**config.mk**
```make
export PLATFORM = sky130hd
export DESIGN_NAME = pipe_ctrl
export DESIGN_NICKNAME = d
export VERILOG_FILES = /design/src/rtl/pipe_ctrl.sv
export SDC_FILE = /design/constraint.sdc
export NUM_CORES = 1
export LEC_CHECK = 0
export CAP_MARGIN = 10
export CORE_MARGIN = 4
export CORE_UTILIZATION = 35
export CTS_CLUSTER_DIAMETER = 150
export DETAILED_ROUTE_END_ITERATION = 10
export GPL_ROUTABILITY_DRIVEN = 1
export REMOVE_ABC_BUFFERS = 1
export SETUP_SLACK_MARGIN = 0.02
export SYNTH_ARGS = -nofsm -noshare
export SYNTH_HDL_FRONTEND = slang
export SYNTH_SLANG_ARGS = --single-unit
export TNS_END_PERCENT = 10
```
**constraint.sdc**
```tcl
create_clock -name clk -period 4.4 [get_ports clk]
set_input_delay 0.88 -clock clk [delete_from_list [all_inputs] [get_ports clk]]
set_output_delay 0.88 -clock clk [all_outputs]
set_load 0.02 [all_outputs]
```
**src/rtl/pipe_ctrl.sv**
```systemverilog
// Hazard and sequencing controller for the 5-stage pipeline: per-stage enables/flushes,
// RUN/DRAIN/HALTED sequencing after ecall/ebreak, and performance counters.
module pipe_ctrl #(
  parameter int REG_ADDR_W   = 5,
  parameter int DRAIN_CYCLES = 3,
  parameter int CNT_W        = 32
) (
  input  logic                  clk,
  input  logic                  reset,
  input  logic [REG_ADDR_W-1:0] id_rs1_addr,
  input  logic [REG_ADDR_W-1:0] id_rs2_addr,
  input  logic                  id_use_rs1,
  input  logic                  id_use_rs2,
  input  logic                  id_halt,
  input  logic [REG_ADDR_W-1:0] ex_rd_addr,
  input  logic                  ex_mem_read,
  input  logic                  ex_branch_taken,
  input  logic                  mem_req,
  input  logic                  mem_ready,
  input  logic                  wb_valid,
  output logic                  pc_en,
  output logic                  ifid_en,
  output logic                  ifid_flush,
  output logic                  idex_en,
  output logic                  idex_flush,
  output logic                  exmem_en,
  output logic                  memwb_en,
  output logic                  halted,
  output logic [CNT_W-1:0]      cycle_cnt,
  output logic [CNT_W-1:0]      stall_cnt,
  output logic [CNT_W-1:0]      flush_cnt,
  output logic [CNT_W-1:0]      instret_cnt
);

  typedef enum logic [1:0] {
    ST_RUN    = 2'd0,
    ST_DRAIN  = 2'd1,
    ST_HALTED = 2'd2
  } state_t;

  localparam int DRAIN_W = $clog2(DRAIN_CYCLES + 1);
  localparam logic [DRAIN_W-1:0] DRAIN_INIT = DRAIN_W'(DRAIN_CYCLES - 1);
  localparam logic [DRAIN_W-1:0] DRAIN_ZERO = {DRAIN_W{1'b0}};
  localparam logic [DRAIN_W-1:0] DRAIN_ONE  = DRAIN_W'(1);
  localparam logic [REG_ADDR_W-1:0] REG_ZERO = {REG_ADDR_W{1'b0}};

  state_t               state_r, state_next_s;
  logic [DRAIN_W-1:0]   drain_r, drain_next_s;
  logic                 mem_stall_s, load_use_s, flush_evt_s, stall_evt_s;

  assign mem_stall_s = mem_req & ~mem_ready;
  assign load_use_s  = ex_mem_read & (ex_rd_addr != REG_ZERO) &
                       ((id_use_rs1 & (id_rs1_addr == ex_rd_addr)) |
                        (id_use_rs2 & (id_rs2_addr == ex_rd_addr)));

  // Stage controls and next state, priority mem_stall > branch > load-use > halt
  always_comb begin
    pc_en        = 1'b0;
    ifid_en      = 1'b0;
    ifid_flush   = 1'b0;
    idex_en      = 1'b0;
    idex_flush   = 1'b0;
    exmem_en     = 1'b0;
    memwb_en     = 1'b0;
    halted       = 1'b0;
    flush_evt_s  = 1'b0;
    stall_evt_s  = 1'b0;
    state_next_s = state_r;
    drain_next_s = drain_r;
    if (reset) begin
      ifid_flush = 1'b1;
      idex_flush = 1'b1;
    end else begin
      case (state_r)
        ST_RUN: begin
          if (mem_stall_s) begin
            stall_evt_s = 1'b1;
          end else if (ex_branch_taken) begin
            {pc_en, ifid_en, idex_en, exmem_en, memwb_en} = 5'b11111;
            ifid_flush  = 1'b1;
            idex_flush  = 1'b1;
            flush_evt_s = 1'b1;
          end else if (load_use_s) begin
            {idex_en, exmem_en, memwb_en} = 3'b111;
            idex_flush  = 1'b1;
            stall_evt_s = 1'b1;
          end else if (id_halt) begin
            {ifid_en, idex_en, exmem_en, memwb_en} = 4'b1111;
            ifid_flush   = 1'b1;
            stall_evt_s  = 1'b1;
            state_next_s = ST_DRAIN;
            drain_next_s = DRAIN_INIT;
          end else begin
            {pc_en, ifid_en, idex_en, exmem_en, memwb_en} = 5'b11111;
          end
        end
        ST_DRAIN: begin
          ifid_flush = 1'b1;
          idex_flush = 1'b1;
          if (mem_stall_s) begin
            drain_next_s = drain_r;
          end else begin
            {idex_en, exmem_en, memwb_en} = 3'b111;
            if (drain_r == DRAIN_ZERO) begin
              state_next_s = ST_HALTED;
            end else begin
              drain_next_s = drain_r - DRAIN_ONE;
            end
          end
        end
        ST_HALTED: begin
          halted = 1'b1;
        end
        default: begin
          state_next_s = ST_RUN;
          drain_next_s = DRAIN_ZERO;
        end
      endcase
    end
  end

  // State, drain counter and performance counters
  always_ff @(posedge clk) begin
    if (reset) begin
      state_r     <= ST_RUN;
      drain_r     <= DRAIN_ZERO;
      cycle_cnt   <= {CNT_W{1'b0}};
      stall_cnt   <= {CNT_W{1'b0}};
      flush_cnt   <= {CNT_W{1'b0}};
      instret_cnt <= {CNT_W{1'b0}};
    end else begin
      state_r   <= state_next_s;
      drain_r   <= drain_next_s;
      cycle_cnt <= cycle_cnt + CNT_W'(1);
      if (stall_evt_s) stall_cnt <= stall_cnt + CNT_W'(1);
      else             stall_cnt <= stall_cnt;
      if (flush_evt_s) flush_cnt <= flush_cnt + CNT_W'(1);
      else             flush_cnt <= flush_cnt;
      if (wb_valid & memwb_en) instret_cnt <= instret_cnt + CNT_W'(1);
      else                     instret_cnt <= instret_cnt;
    end
  end

endmodule

```
## Yosys cells after proc, flatten, opt, wreduce, memory -nomap -nowiden

Index checks and enable logic that the tools add are counted.

- Register bits: 132
- Input bits: 25
- Output and inout port bits: 136
- Word-level logic and storage cells: 87

- Add/subtract/negate cells: 5
- Equal/unequal tests: 11
- Muxes and demuxes: 50
- Bitwise operators: 9
- Reductions and logical operators: 6

Operators with widths:

| kind | count |
|---|---|
| $add A32 B1 Y32 const B | 4 |
| $mux W1 | 34 |
| $mux W2 | 12 |
| $ne A2 B2 Y1 const B | 7 |
| $reduce_and A7 Y1 | 2 |
| $pmux W2 S3 | 2 |
| $eq A5 B5 Y1 | 2 |
| $and A1 B1 Y1 | 6 |
| $reduce_bool A5 Y1 | 1 |
| $logic_not A2 Y1 | 2 |
| $pmux W1 S2 | 2 |
| $eq A2 B1 Y1 const B | 1 |
| $eq A2 B2 Y1 const B | 1 |
| $not A1 Y1 | 2 |
| $reduce_or A2 Y1 | 1 |
| $sub A2 B1 Y2 const B | 1 |
| $or A1 B1 Y1 | 1 |

## Depth between registers and ports, before layout

Gate-level depths: netlist of the first run.

- Depth in word-level cells: 9
- Gate-level depth with buffers: 8
- Gate-level depth less buffers: 7

## Worst setup path after synthesis of the first run

Ideal clock, no wire load.

- Path type: input-to-output
- From: in ex_rd_addr[1]
- To: out pc_en
- Arrival time: 2490 ps
- Required time: 3520 ps
- Slack: 1030 ps
- Stages: 5
- Path buffers: 0
- Cells stage by stage: or4_1 -> o21ai_1 -> or2_2 -> nor2_1 -> nor4_1

- Cells in the longest elaborated chain, start to end: 9
- Elaborated cells between the ends (all ways): 13
- Classes of those cells: 2 x eq/ne; 5 x mux; 5 x bitwise; 1 x reduce/logical

Ends and longest elaborated chain:

| what | line | source |
|---|---|---|
| start: declaration | 15 | `input logic [REG_ADDR_W-1:0] ex_rd_addr,` |
| $eq A5 B5 Y1, on equally long branches | 53, 54 |  |
| $and A1 B1 Y1, on equally long branches | 53, 54 |  |
| $or A1 B1 Y1 | 53 | `((id_use_rs1 & (id_rs1_addr == ex_rd_addr)) \|` |
| $and A1 B1 Y1 * | 52 | `assign load_use_s = ex_mem_read & (ex_rd_addr != REG_ZERO) &` |
| $mux W1 * | 83 | `end else if (load_use_s) begin` |
| $mux W1 * | 78 | `end else if (ex_branch_taken) begin` |
| $mux W1 * | 76 | `if (mem_stall_s) begin` |
| $mux W1 * | 74 | `case (state_r)` |
| $mux W1 * | 70 | `if (reset) begin` |
| end: declaration | 21 | `output logic pc_en,` |

Mark *: on every way between the ends. The rest lies on a longest branch, timed or not.

## Worst setup path in the final report of the first run

- From: in ex_rd_addr[3]
- To: out ifid_flush

- Cells in the longest elaborated chain, start to end: 9
- Elaborated cells between the ends (all ways): 13
- Classes of those cells: 2 x eq/ne; 5 x mux; 5 x bitwise; 1 x reduce/logical

Ends and longest elaborated chain:

| what | line | source |
|---|---|---|
| $eq A5 B5 Y1, on equally long branches | 53, 54 |  |
| $and A1 B1 Y1, on equally long branches | 53, 54 |  |
| $or A1 B1 Y1 | 53 |  |
| $and A1 B1 Y1 * | 52 |  |
| $mux W1 * | 83 |  |
| $mux W1 * | 78 |  |
| $mux W1 * | 76 |  |
| $pmux W1 S2 * | 74 |  |
| $mux W1 * | 70 |  |
| end: declaration | 23 | `output logic ifid_flush,` |

Marks and branches as above.

==> metrics.md, run 1 <==
| Metric | Value |
|---|---|
| Status | `finished clean` |
| Vias in the first global route | `5,237` |
| Worst EP required | `3520 ps` |
| Most frequent CP cell | `clkdlybuf4s50_1` |
| Post-DP HPWL | `11,500 um` |
| CTS HTree Levels | `4` |
| Fin crit period | `4200 ps` |
| Cell family with most CP delay | `buffers and inverters` |
| Clock slew at reported path FFs | `60 ps` |
| Clk sinks | `132` |
| Worst skew pair latency | `410 ps` |
| Post-route ant nets | `0` |
| Largest stage delay, worst path | `560 ps` |
| Antenna Cells | `0` |
| Max-slew violation count | `0` |
| Root Buffer | `clkbuf_16` |
| Grt ovf | `0` |
| I/O Buffers | `160` |
| Setup TNS Final | `0 ps` |
| Fin util | `0.494` |
| Post-synthesis cell type count | `43` |
| Post-synth EDFFs | `0` |
| Initial Util | `0.358` |
| Resize count post-CTS | `0` |
| Layout cell share with drive strength beyond 1 | `0.0491` |
| Synth Cell Area | `6210 um2` |
| Maximum vdd ir drop | `259 uV` |
| Area taken by multi-input logic gates | `3350 um2` |
| Max frequency | `238 MHz` |
| Placed Cells | `1,109` |
| Max FO, Critical Path | `6` |
| Max Cap Violations | `0` |
| Worst-margin pin slew | `951 ps` |
| DP Area | `7990 um2` |
| CORE AREA | `17,400 um2` |
| Nets | `933` |
| Hold WC Path Type | `flop to flop` |
| Detailed Route WL | `16,200 um` |
| TritonRoute pass-1 iters | `4` |
| Mean Syn Cell Area | `8.27 um2` |
| Vias | `5,763` |
| Pin count of the biggest net entering global routing | `90` |
| Final GP Congestion | `0.784` |
| Die width | `141 um` |
| Synth Instances | `751` |
| Area Overhead vs Synth | `38.1%` |
| Register area | `2640 um2` |
| Filler cell count | `1,692` |
| Die area | `19,900 um2` |
| GRT Util Overall | `0.162` |
| Worst clock skew | `8.12 ps` |
| Design area | `8580 um2` |
| # rows | `48` |
| Worst setup SP type | `input port` |
| Clock buffer count from CTS | `17` |
| Crit-path slowest cell | `clkdlybuf4s50_1` |
| Drt via density | `5.05` |
| CTS Hold Bufs | `0` |
| Kind of critical path | `input port to primary output` |
| Synthesis-stage register bit count | `132` |
| Post-CTS setup buffer count | `0` |
| CTS max path bufs | `2` |
| Crit path DAT | `3320 ps` |
| Tcrit/Tclk final | `0.953` |
| Ys Warns | `0` |
| Routed WL per cell | `14.2 um` |
| First-pass GRT wire length | `26,600 um` |
| Ys async rst share | `0` |
| Pleak | `2.83 nW` |
| Buffers & Inverters on Critical Path | `2` |
| Initial antenna violation count | `0` |
| PD cells | `325 nW/um2` |
| Seq/Total Area, Yosys | `0.426` |
| Unrepaired setup endpoints after global routing | `no` |
| CP Capture Type | `primary output` |
| Setup violations, final | `0` |
| Power Total | `2.79 mW` |
| Chip height | `141 um` |
| CP Cell Sequence | `clkdlybuf4s50_1, xor2_1, nor4_2, a32oi_1, or2_2, a211oi_1, o31ai_1, clkdlybuf4s50_1` |
| Initial detailed-routing violation count | `234` |
| I/O pins | `161` |
| Primary FF master, synth | `dfxtp_1` |
| TritonCTS clock tree | `done` |
| Final std cells w/o fill | `1,141` |
| Slew HR | `0.366` |
| Drc violations | `0` |
| Final Hold Fails | `0` |
synthesized netlist by cell type, types with 6 or more instances:
| cell | number | share of area |
|---|---|---|
| nand3_1 | 55 | 0.044 |
| nor2_1 | 95 | 0.057 |
| o31ai_1 | 17 | 0.021 |
| nor3_1 | 12 | 0.0097 |
| xor2_1 | 54 | 0.076 |
| nand4_1 | 28 | 0.028 |
| or4_1 | 18 | 0.022 |
| clkbuf_1 | 28 | 0.017 |
| o21ai_0 | 36 | 0.029 |
| dfxtp_1 | 132 | 0.43 |
| inv_1 | 17 | 0.010 |
| a21oi_1 | 56 | 0.045 |
| and2_1 | 6 | 0.0060 |
| or3_1 | 33 | 0.033 |
| and4_1 | 16 | 0.023 |
| nand2_1 | 55 | 0.033 |
| nor2b_1 | 6 | 0.0060 |
| xnor2_1 | 28 | 0.039 |
| and3_1 | 16 | 0.016 |
routing by layer:
layer,vias up,GRT usage,share of wire
met4,0,0.0566,0.016
met2,102,0.263,0.48
li1,2973,-,-
met5,-,0,0
met1,2672,0.206,0.45
met3,16,0.0458,0.050
stage by stage:
step                hold WS [ps]  setup WS [ps]
floorplan                    453           1030
global placement             455            210
detailed placement           467            168
CTS                          481            174
global route                 519           36.4
finish                       475            205
flip-flops by register name (all words and copies together), names as in the netlist:
name and count:
stall_cnt 32, drain_r 2, state_r 2, instret_cnt 32, flush_cnt 32, cycle_cnt 32
layout make-up:
cell class | instances | share of cell area
clock buffer | 22 | 0.0530
multi-input combinational | 568 | 0.391
tap | 225 | 0.0328
inverter | 17 | 0.00744
sequential | 132 | 0.308
clock inverter | 10 | 0.0153
timing repair buffer | 167 | 0.193
worst paths after layout:
kind              depth (start not counted)                     from  slack, ps                    endpoint
hold reg to reg                           1  cycle_cnt[0]$_SDFF_PP0_        470     cycle_cnt[0]$_SDFF_PP0_
hold / removal                            1  cycle_cnt[0]$_SDFF_PP0_        470     cycle_cnt[0]$_SDFF_PP0_
setup / recovery                          8            ex_rd_addr[3]        200                  ifid_flush
setup reg to reg                          6  state_r[0]$_SDFFE_PP0P_       1970  flush_cnt[31]$_SDFFE_PP0P_
cell usage in the layout (no fill, tap or decap), types with 6 or more instances in the layout:
master / n
nor2b_1: 6
and2_1: 6
nand2_1: 55
nor3_1: 12
inv_1: 17
clkdlybuf4s50_1: 159
xnor2_1: 28
and3_1: 16
and4_1: 16
buf_4: 8
dfxtp_1: 132
or4_1: 18
clkbuf_16: 17
or3_1: 33
o31ai_1: 17
o21ai_0: 36
nor2_1: 95
xor2_1: 54
nand3_1: 55
nand4_1: 28
a21oi_1: 56
where the power goes:
| part | total, mW | internal, mW | switching (mW) |
|---|---|---|---|
| sequential | 1.22 | 1.21 | 0.0147 |
| combinational | 0.164 | 0.0698 | 0.0947 |
| clock | 1.41 | 0.902 | 0.505 |
| total | 2.79 | 2.18 | 0.614 |
logic make-up (layout without fill, tap and decap cells):
family	after synthesis	in the layout	share of synthesized area
multiplexers	1	1	0.00181
AND/OR/NAND/NOR	358	358	0.301
flip-flops	132	132	0.426
buffers and inverters	51	216	0.0347
XOR/XNOR	82	82	0.116
AO/OA/AOI/OAI	122	122	0.111
adder cells (fa/ha/maj)	5	5	0.0101
Note: power is estimated with default switching activity, not from simulation.
==> run 2: changes to the inputs <==
--- a/config.mk
+++ b/config.mk
@@ -8,6 +8,7 @@
 export CAP_MARGIN = 10
 export CORE_MARGIN = 4
 export CORE_UTILIZATION = 35
+export CTS_BUF_LIST = sky130_fd_sc_hd__clkbuf_8
 export CTS_CLUSTER_DIAMETER = 150
 export DETAILED_ROUTE_END_ITERATION = 10
 export GPL_ROUTABILITY_DRIVEN = 1
==> run 2 against run 1 <==
Net effect: critical path type unchanged; largest cell class unchanged; die area stayed put; global-route usage is 0.072 points lower; design area is 2.2% lower; first-iteration DRC count is 3.4% higher; count of clock-buffer cells in the layout is 4 lower; critical path depth stayed put; sequential share of layout area is 0.70 points higher; clock power is 28% lower; worst hold slack better by 1.4 ps; via count hardly changed; core utilization is 1.1 points lower; non-clock buffer count stayed put.
==> metrics.md, run 2 (synthesis gave the netlist of run 1 again) <==
| Metric | Value |
|---|---|
| Pin count of the biggest net entering global routing | `90 (unchanged)` |
| Initial Util | `0.358 (unchanged)` |
| Fin util | `0.483 (-0.0110)` |
| CTS HTree Levels | `4 (unchanged)` |
| R2r endpoint | `stall_cnt[30]$_SDFFE_PP0P_` |
| Area Overhead vs Synth | `35.0%` |
| Status | `finished clean` |
| Clk sinks | `132 (unchanged)` |
| Worst-margin pin slew | `963 ps (+11.9 ps)` |
| Vias | `5,765 (+0.035%)` |
| Commonest non-fill, non-tap cells in the layout | `clkdlybuf4s50_1, dfxtp_1, nor2_1, a21oi_1` |
| Design area | `8390 um2 (-2.2%)` |
| Final Hold Fails | `0 (unchanged)` |
| PD cells | `287 nW/um2 (-12%)` |
| Power Total | `2.41 mW (-14%)` |
| Root Buffer | `clkbuf_8` |
| Max Cap Violations | `0 (unchanged)` |
| Maximum vdd ir drop | `216 uV (-17%)` |
| Resize count post-CTS | `0 (unchanged)` |
| Max-slew violation count | `0 (unchanged)` |
| Die width | `141 um (unchanged)` |
| Detailed Route WL | `16,200 um (about the same)` |
| Post-route ant nets | `0 (unchanged)` |
| Nets | `933 (unchanged)` |
| Post-DP HPWL | `11,500 um (unchanged)` |
| Final GP Congestion | `0.784 (unchanged)` |
| Hold Path Stages | `1 (unchanged)` |
| Crit path DAT | `3310 ps (about the same)` |
| Tcrit/Tclk final | `0.953 (about the same)` |
| Setup TNS Final | `0 ps (unchanged)` |
| Worst r2r path cells | `6 (unchanged)` |
| # rows | `48 (unchanged)` |
| CP Capture Type | `primary output` |
| Antenna Cells | `0 (unchanged)` |
| Worst EP required | `3520 ps (about the same)` |
| Initial detailed-routing violation count | `242 (+3.4%)` |
| Setup violations, final | `0 (unchanged)` |
| Max FO, Critical Path | `6 (unchanged)` |
| Chip height | `141 um (unchanged)` |
| Post-CTS setup buffer count | `0 (unchanged)` |
| Clock buffer count from CTS | `17 (unchanged)` |
| Clock slew at reported path FFs | `70 ps (about the same)` |
| Worst setup SP type | `input port` |
| CORE AREA | `17,400 um2 (unchanged)` |
| TritonCTS clock tree | `done` |
| Initial antenna violation count | `0 (unchanged)` |
| Reg2reg start | `stall_cnt[0]$_SDFFE_PP0P_` |
| Slew HR | `0.358 (-0.00796)` |
| GRT Util Overall | `0.161 (-0.000722)` |
| Drt via density | `5.05 (about the same)` |
| Die area | `19,900 um2 (unchanged)` |
| CTS Hold Bufs | `0 (unchanged)` |
| Fin crit period | `4190 ps (-1.05 ps)` |
| Worst skew pair latency | `440 ps (+30 ps)` |
| Pleak | `2.75 nW (-2.5%)` |
| Hold worst-path end | `cycle_cnt[0]$_SDFF_PP0_` |
| Vias in the first global route | `5,213 (-0.46%)` |
| Register-to-register setup slack | `1960 ps (about the same)` |
| DP Area | `7990 um2 (unchanged)` |
| TritonRoute pass-1 iters | `4 (unchanged)` |
| Kind of critical path | `input port to primary output` |
| I/O Buffers | `160 (unchanged)` |
| Layout cell share with drive strength beyond 1 | `0.0491 (unchanged)` |
| CTS max path bufs | `2 (unchanged)` |
| Unrepaired setup endpoints after global routing | `no` |
| Max frequency | `238 MHz (about the same)` |
| Drc violations | `0 (unchanged)` |
| Commonest non-fill, non-tap cell in the layout | `clkdlybuf4s50_1` |
| Hold WC Path Type | `flop to flop` |
| Grt ovf | `0 (unchanged)` |
| Routed WL per cell | `14.2 um (about the same)` |
| I/O pins | `161 (unchanged)` |
| HP Start | `cycle_cnt[0]$_SDFF_PP0_` |
| Worst clock skew | `13.9 ps (+5.83 ps)` |
| First-pass GRT wire length | `26,400 um (-0.65%)` |
[run 2: cell types whose count changed in the layout (fill, tap and decap cells not counted)]
cell       delta
clkbuf_16    -17
clkbuf_1      -4
clkbuf_8     +17
inv_1         +4
[run 2: area by class of cell]
type	instances	area, um2
multi-input combinational	568	3350
fill	1714	8970
sequential	132	2640
clock buffer	18	248
tap	225	282
clock inverter	14	146
timing repair buffer	167	1650
inverter	17	63.8
[run 2: metal layers]
metal | track usage | wire length, um | part of all wire
met5 | 0 | 0 | 0
met4 | 0.0597 | 277 | 0.017
met3 | 0.0465 | 865 | 0.053
met2 | 0.260 | 7750 | 0.48
met1 | 0.205 | 7300 | 0.45
[run 2: worst max path at each step]
stage	endpoint	cells past startpoint	slack, ps	from
final	ifid_flush	8	210	ex_rd_addr[3]
after detailed placement	ifid_flush	8	170	ex_rd_addr[3]
after floorplan	pc_en	5	1030	ex_rd_addr[1]
after global placement	ifid_flush	8	210	ex_rd_addr[3]
after global routing	pc_en	8	40	ex_rd_addr[4]
after CTS	ifid_flush	8	170	ex_rd_addr[3]
[run 2: where the power goes]
group	internal, mW	leakage, nW	switching [mW]	total, mW
clock network	0.562	0.217	0.460	1.02
logic	0.0698	1.47	0.0948	0.165
registers	1.20	1.06	0.0150	1.22
[run 2: through the flow]
step / hold WS [ps] / cells / setup WS [ps]
floorplan: 453 / 717 / 1030
global placement: 455 / 1109 / 210
detailed placement: 467 / 1109 / 168
CTS: 485 / 1141 / 174
global route: 523 / 1141 / 36.4
finish: 476 / 1141 / 206
[run 2: worst max-delay path, cell delays in order]
cell             delay, ps
clkdlybuf4s50_1        460
xor2_1                 190
nor4_2                 270
a32oi_1                230
or2_2                  370
a211oi_1               240
o31ai_1                110
clkdlybuf4s50_1        560
==> run 3: changes to the inputs <==
--- a/config.mk
+++ b/config.mk
@@ -10,10 +10,12 @@
 export CORE_UTILIZATION = 35
 export CTS_BUF_LIST = sky130_fd_sc_hd__clkbuf_8
 export CTS_CLUSTER_DIAMETER = 150
+export CTS_CLUSTER_SIZE = 14
 export DETAILED_ROUTE_END_ITERATION = 10
 export GPL_ROUTABILITY_DRIVEN = 1
 export REMOVE_ABC_BUFFERS = 1
 export SETUP_SLACK_MARGIN = 0.02
+export SKIP_LAST_GASP = 1
 export SYNTH_ARGS = -nofsm -noshare
 export SYNTH_HDL_FRONTEND = slang
 export SYNTH_SLANG_ARGS = --single-unit
==> results of run 3 <==
No change in the layout: final DEF, timing and power equal those of run 2.
